**src/rtl/load_store_unit_if.sv**
```systemverilog
// Data-memory port of the load/store unit: single-word request/acknowledge bus.
// The LSU is the master; the data memory (or its model) is the slave.
interface load_store_unit_if #(
  parameter int ADDR_WIDTH = 32
);
  logic                  dm_req;
  logic                  dm_we;
  logic [ADDR_WIDTH-1:0] dm_addr;
  logic [31:0]           dm_wdata;
  logic [31:0]           dm_rdata;
  logic                  dm_ack;

  modport master (
    output dm_req, dm_we, dm_addr, dm_wdata,
    input  dm_rdata, dm_ack
  );

  modport slave (
    input  dm_req, dm_we, dm_addr, dm_wdata,
    output dm_rdata, dm_ack
  );
endinterface

```
**src/rtl/load_store_unit.sv**
```systemverilog
// Memory stage: turns an ALU effective address plus load/store opcode into one
// data-memory transaction, with alignment/overflow and ack-timeout faulting.
module load_store_unit #(
  parameter int TIMEOUT    = 16,
  parameter int ADDR_WIDTH = 32
) (
  input  logic                      clock,
  input  logic                      reset,
  input  logic                      enable_mem,
  input  logic [5:0]                opcode,
  input  logic [7:0]                sub_op_ls,
  input  logic [31:0]               alu_result,
  input  logic                      alu_overflow,
  input  logic [31:0]               store_data,
  load_store_unit_if.master         dm,
  output logic [31:0]               load_data,
  output logic                      load_valid,
  output logic                      mem_done,
  output logic                      mem_fault,
  output logic                      mem_busy
);

  // Opcode encodings shared with the decoder's def_op.v
  localparam logic [5:0] OP_LWI   = 6'h23;
  localparam logic [5:0] OP_SWI   = 6'h2B;
  localparam logic [5:0] OP_TY_LS = 6'h1C;
  localparam logic [7:0] SUB_LW   = 8'h01;
  localparam logic [7:0] SUB_SW   = 8'h02;

  typedef enum logic [1:0] {S_IDLE, S_REQ, S_DONE} state_t;

  state_t                r_state, w_next;
  logic [7:0]            r_cnt, w_cntNext;
  logic                  r_fault, w_faultNext;
  logic                  r_isLoad, w_isLoadNext;
  logic                  w_start, w_capture, w_loadValidNext;
  logic                  w_isLoadOp, w_isStoreOp, w_badAddr;
  logic                  r_dm_req, r_dm_we;
  logic [ADDR_WIDTH-1:0] r_dm_addr;
  logic [31:0]           r_dm_wdata, r_load_data;
  logic                  r_load_valid, r_mem_done, r_mem_fault, r_mem_busy;

  assign w_isLoadOp  = (opcode == OP_LWI) || ((opcode == OP_TY_LS) && (sub_op_ls == SUB_LW));
  assign w_isStoreOp = (opcode == OP_SWI) || ((opcode == OP_TY_LS) && (sub_op_ls == SUB_SW));
  assign w_badAddr   = alu_overflow || (alu_result[1:0] != 2'b00);

  always_ff @(posedge clock or negedge reset) begin
    if (!reset) begin
      r_state  <= S_IDLE;
      r_cnt    <= 8'd0;
      r_fault  <= 1'b0;
      r_isLoad <= 1'b0;
    end else begin
      r_state  <= w_next;
      r_cnt    <= w_cntNext;
      r_fault  <= w_faultNext;
      r_isLoad <= w_isLoadNext;
    end
  end

  // An ack is checked before the timeout so a last-cycle ack still succeeds
  always_comb begin
    w_next          = r_state;
    w_cntNext       = r_cnt;
    w_faultNext     = r_fault;
    w_isLoadNext    = r_isLoad;
    w_start         = 1'b0;
    w_capture       = 1'b0;
    w_loadValidNext = 1'b0;
    case (r_state)
      S_IDLE: begin
        if (enable_mem) begin
          w_cntNext    = 8'd0;
          w_isLoadNext = w_isLoadOp;
          if (!w_isLoadOp && !w_isStoreOp) begin
            w_next      = S_DONE;
            w_faultNext = 1'b0;
          end else if (w_badAddr) begin
            w_next      = S_DONE;
            w_faultNext = 1'b1;
          end else begin
            w_next      = S_REQ;
            w_faultNext = 1'b0;
            w_start     = 1'b1;
          end
        end
      end
      S_REQ: begin
        if (dm.dm_ack) begin
          w_next          = S_DONE;
          w_capture       = r_isLoad;
          w_loadValidNext = r_isLoad;
        end else if (r_cnt == 8'(TIMEOUT - 1)) begin
          w_next      = S_DONE;
          w_faultNext = 1'b1;
        end else begin
          w_cntNext = r_cnt + 8'd1;
        end
      end
      S_DONE: begin
        w_next      = S_IDLE;
        w_cntNext   = 8'd0;
        w_faultNext = 1'b0;
      end
      default: w_next = S_IDLE;
    endcase
  end

  // Every output is a flop fed from the next-state decode
  always_ff @(posedge clock or negedge reset) begin
    if (!reset) begin
      r_dm_req     <= 1'b0;
      r_dm_we      <= 1'b0;
      r_dm_addr    <= '0;
      r_dm_wdata   <= 32'd0;
      r_load_data  <= 32'd0;
      r_load_valid <= 1'b0;
      r_mem_done   <= 1'b0;
      r_mem_fault  <= 1'b0;
      r_mem_busy   <= 1'b0;
    end else begin
      r_dm_req     <= (w_next == S_REQ);
      r_load_valid <= w_loadValidNext;
      r_mem_done   <= (w_next == S_DONE);
      r_mem_fault  <= (w_next == S_DONE) && w_faultNext;
      r_mem_busy   <= (w_next != S_IDLE);
      if (w_start) begin
        r_dm_addr <= ADDR_WIDTH'(alu_result);
        r_dm_we   <= w_isStoreOp;
        if (w_isStoreOp) begin
          r_dm_wdata <= store_data;
        end
      end
      if (w_capture) begin
        r_load_data <= dm.dm_rdata;
      end
    end
  end

  assign dm.dm_req   = r_dm_req;
  assign dm.dm_we    = r_dm_we;
  assign dm.dm_addr  = r_dm_addr;
  assign dm.dm_wdata = r_dm_wdata;
  assign load_data   = r_load_data;
  assign load_valid  = r_load_valid;
  assign mem_done    = r_mem_done;
  assign mem_fault   = r_mem_fault;
  assign mem_busy    = r_mem_busy;

endmodule

```
**src/flat_wrapper.sv**
```systemverilog
// flat-port wrapper written by rule: the top's interface ports become plain ports
module load_store_unit_flat 
#(
  parameter int TIMEOUT    = 16,
  parameter int ADDR_WIDTH = 32
)
  (clock, reset, enable_mem, opcode, sub_op_ls, alu_result, alu_overflow, store_data, load_data, load_valid, mem_done, mem_fault, mem_busy, dm_dm_req, dm_dm_we, dm_dm_addr, dm_dm_wdata, dm_dm_rdata, dm_dm_ack);
  load_store_unit_if #(.ADDR_WIDTH(ADDR_WIDTH)) dm_i ();
  input  logic clock;
  input  logic reset;
  input  logic enable_mem;
  input  logic [5:0] opcode;
  input  logic [7:0] sub_op_ls;
  input  logic [31:0] alu_result;
  input  logic alu_overflow;
  input  logic [31:0] store_data;
  output logic [31:0] load_data;
  output logic load_valid;
  output logic mem_done;
  output logic mem_fault;
  output logic mem_busy;
  output wire logic [$bits(dm_i.dm_req)-1:0] dm_dm_req;
  output wire logic [$bits(dm_i.dm_we)-1:0] dm_dm_we;
  output wire logic [$bits(dm_i.dm_addr)-1:0] dm_dm_addr;
  output wire logic [$bits(dm_i.dm_wdata)-1:0] dm_dm_wdata;
  input wire logic [$bits(dm_i.dm_rdata)-1:0] dm_dm_rdata;
  input wire logic [$bits(dm_i.dm_ack)-1:0] dm_dm_ack;
  assign dm_dm_req = dm_i.dm_req;
  assign dm_dm_we = dm_i.dm_we;
  assign dm_dm_addr = dm_i.dm_addr;
  assign dm_dm_wdata = dm_i.dm_wdata;
  assign dm_i.dm_rdata = dm_dm_rdata;
  assign dm_i.dm_ack = dm_dm_ack;
  load_store_unit #(.TIMEOUT(TIMEOUT), .ADDR_WIDTH(ADDR_WIDTH)) u_core (.clock(clock), .reset(reset), .enable_mem(enable_mem), .opcode(opcode), .sub_op_ls(sub_op_ls), .alu_result(alu_result), .alu_overflow(alu_overflow), .store_data(store_data), .dm(dm_i), .load_data(load_data), .load_valid(load_valid), .mem_done(mem_done), .mem_fault(mem_fault), .mem_busy(mem_busy));
endmodule
```
**config.mk**
```make
export PLATFORM = sky130hd
export DESIGN_NAME = load_store_unit_flat
export DESIGN_NICKNAME = d
export VERILOG_FILES = /design/src/rtl/load_store_unit_if.sv /design/src/rtl/load_store_unit.sv /design/src/flat_wrapper.sv
export SDC_FILE = /design/constraint.sdc
export NUM_CORES = 1
export LEC_CHECK = 0
export BUFFER_PORTS_ARGS = -buffer_cell sky130_fd_sc_hd__buf_2
export CORE_MARGIN = 3
export CORE_UTILIZATION = 26
export CTS_BUF_LIST = sky130_fd_sc_hd__clkbuf_4 sky130_fd_sc_hd__clkbuf_8
export CTS_CLUSTER_SIZE = 30
export DETAILED_ROUTE_END_ITERATION = 6
export GPL_ROUTABILITY_DRIVEN = 0
export PLACE_DENSITY = 0.6
export SLEW_MARGIN = 20
export SYNTH_ARGS = -nofsm -noshare
export SYNTH_HDL_FRONTEND = slang
export SYNTH_SLANG_ARGS = --single-unit
```
**constraint.sdc**
```tcl
create_clock -name clock -period 1.85 [get_ports clock]
set_clock_uncertainty 0.05 [all_clocks]
set_input_delay 0.2775 -clock clock [delete_from_list [all_inputs] [get_ports clock]]
set_output_delay 0.2775 -clock clock [all_outputs]
set_load 0.01 [all_outputs]
```
==> metrics.txt <==
Fmax achieved 515 MHz; Ys Warns 0; clock buffer count from CTS 17; Yosys top cell area share 62.7%; core outline area 0.0169 mm^2; WP depth 7; Synth area leaders dfrtp_1, mux2_2, mux2_4, o21ai_0, nor2_1; Final setup viols 62; Synth cell types 36; Layout fillers 1535; Hold WC Path Type primary input to flop; Worst Reg-to-Reg Cells 7; outcome finished, violations left; final-stage net count 723; post-DR wirelength/cell 14.9 um; Mapped Area 0.00455 mm^2; final worst slack -90.6 ps; floorplan row count 47; DP Wirelength 8.04 mm; max_cap viols 0; pre-CTS WS -311 ps; largest fanout on the critical path 17; main flop type after synthesis dfrtp_1; n_diodes 0; slowest stage delay, CP 390 ps; final setup TNS -2760 ps; Remaining Overflow, GRT 0; htree depth 4; worst vdd ir 0.487 mV; Area Overhead vs Synth 58.0%; Critical Path RT 2100 ps; vias in the first global route 3958; unrepaired setup endpoints after global routing true; Post-Syn Instances 294; DR pass1 iterations 4; Yosys top cell by area dfrtp_1; Tcrit/Tclk final 105%; CTS root buffer clkbuf_8; R2R Setup Slk -90 ps; reg2reg start u_core.r_state[0]$_DFF_PN0_; Syn Nets 410; DRC Markers 0; worst rel slew slack 56.7%; violated checks setup timing; die height 138 um; Die ar. 0.0191 mm^2; chip width 138 um; Final Max Tran Viols 0; worst setup path category flop to flop; WL final 12.5 mm; worst setup path endpoint u_core.dm.dm_wdata[12]$_DFFE_PN0P_; CTS tree done; #FFs+latches synth 114; RR Endpoint u_core.dm.dm_wdata[12]$_DFFE_PN0P_; Clock transition at path regs 70 ps; actual slew at the worst max-slew pin 649 ps; CP top delay family simple AND/OR/NAND/NOR gates; clock buffer depth 2; worst setup path start u_core.r_state[0]$_DFF_PN0_; pin count of the biggest net entering global routing 115; pwr dens 723 mW/mm^2; Tmin final 1940 ps; worst path cell trace or3b_1, nand2b_4, a21oi_4, buf_6, nand2_8, buf_16, mux2_4; port bufs 216; Worst path slowest cell or3b_1; GRT Util Overall 12.7%; ys async rst share 100%; EDFF count, synth 0; first-pass GRT wire length 19.7 mm; sum of buffers and inverters on the critical path 2; fin util 42.6%; num ports 217; Arrival @ worst endpoint 2190 ps; clk sinks 114; initial DRC count 109; Vias per Instance 4.27; sequential share of the synthesized area 62.7%; Setup crit end kind flop; Hold Crit Start alu_result[29]; post-route ant nets 0; Tot Pwr 5.19 mW; worst skew pair latency 420 ps; Starting Density 26.9%; Syn Area/Cell 15.5 um^2; Via Count 3582; initial antenna violation count 0; crit start category flop; share of layout cells above drive strength 1 59.9%; Leak 4.05 nW; Final Hold Vio Count 0
layout by cell type, fill, tap and decap left out, types with 2 or more instances in the layout:
master / instances
buf_2: 215
dfrtp_1: 114
dlygate4sd3_1: 65
mux2_2: 63
mux2_4: 31
clkbuf_8: 22
buf_4: 16
nor2_1: 13
o21ai_0: 11
inv_1: 8
nand3_1: 5
clkbuf_4: 5
xnor2_1: 4
nand4_1: 3
xor2_1: 3
nor2b_1: 3
and3_1: 3
buf_6: 3
nor3_1: 2
clkinv_2: 2
clkbuf_16: 2
buf_12: 2
sequential cells by signal, indices dropped and copies added, names as in the netlist:
| name | flops |
|---|---|
| u_core.dm.dm_req | 1 |
| u_core.r_state | 2 |
| u_core.dm.dm_addr | 32 |
| u_core.r_fault | 1 |
| u_core.mem_fault | 1 |
| u_core.r_cnt | 8 |
| u_core.mem_done | 1 |
| u_core.dm.dm_wdata | 32 |
| u_core.r_isLoad | 1 |
| u_core.mem_busy | 1 |
| u_core.dm.dm_we | 1 |
| u_core.load_data | 32 |
| u_core.load_valid | 1 |
report_power, final:
group          leakage (nW)  switching [mW]  internal (mW)
logic                  2.27           0.163          0.238
clock network         0.203           0.942           1.31
registers              1.58          0.0157           2.53
total                  4.05            1.12           4.07
layout make-up:
type / instances / area (um^2) / area share [%]
well taps: 220 / 275 / 3.83
multi-input cells: 162 / 1640 / 22.8
inverters: 8 / 30.0 / 0.418
flip-flops and latches: 114 / 2850 / 39.7
repair buffers: 304 / 2000 / 27.8
clock buffers: 27 / 340 / 4.74
clock inverters: 4 / 47.5 / 0.662
metrics by stage:
stage | cell area, um^2 | hold WS (ps) | instances
floorplan | 4570 | -68.1 | 294
global placement | 6020 | 357 | 737
detailed placement | 6020 | 371 | 737
CTS | 6980 | 0.413 | 825
global route | 7180 | 0.485 | 839
finish | 7180 | 43.3 | 839
worst min path at each step:
| stage | to | cells past startpoint |
|---|---|---|
| floorplan | u_core.dm.dm_addr[0]$_DFFE_PN0P_ | 0 |
| global placement | u_core.dm.dm_wdata[0]$_DFFE_PN0P_ | 2 |
| finish | u_core.dm.dm_addr[29]$_DFFE_PN0P_ | 2 |
| CTS | u_core.dm.dm_addr[29]$_DFFE_PN0P_ | 2 |
| detailed placement | u_core.dm.dm_wdata[0]$_DFFE_PN0P_ | 2 |
| global route | u_core.load_data[5]$_DFFE_PN0P_ | 2 |
synth_stat cells, drive strengths merged, types with 2 or more instances:
cell type	instances
xnor2	4
nor2b	3
buf	6
clkbuf	4
nand2b	2
nand2	2
mux2	94
nand3	6
inv	8
o21ai	12
xor2	3
nor2	13
dfrtp	114
nand4	3
nor3	2
and3	3
per-layer routing:
metal  up-vias  global-route usage [%]  wire (um)
li1       1660                       -          -
met1      1755                    14.5       5020
met2       156                    21.4       6460
met3        11                    5.49        903
met4         0                    4.21        152
met5         -                       0          0
what timing repair did:
item                       4_1_cts  5_1_grt
hold endpoints to repair       170        8
setup endpoints to repair       62       67
cloned                           0        3
hold buffers                    57        8
resized for setup                2        7
pin swaps                        0        1
buffers inserted                 0        3
cells by family after synthesis:
group / Yosys count / synth area share (%)
AOI/OAI and AO/OA: 18 / 2.64
xor gates and xnor gates: 7 / 1.35
adders and majority gates: 1 / 0.275
buffers and inverters: 18 / 2.06
DFF: 114 / 62.7
muxes: 94 / 25.7
and+or+nand+nor: 42 / 5.26
Power figures use the tool's default switching activity.
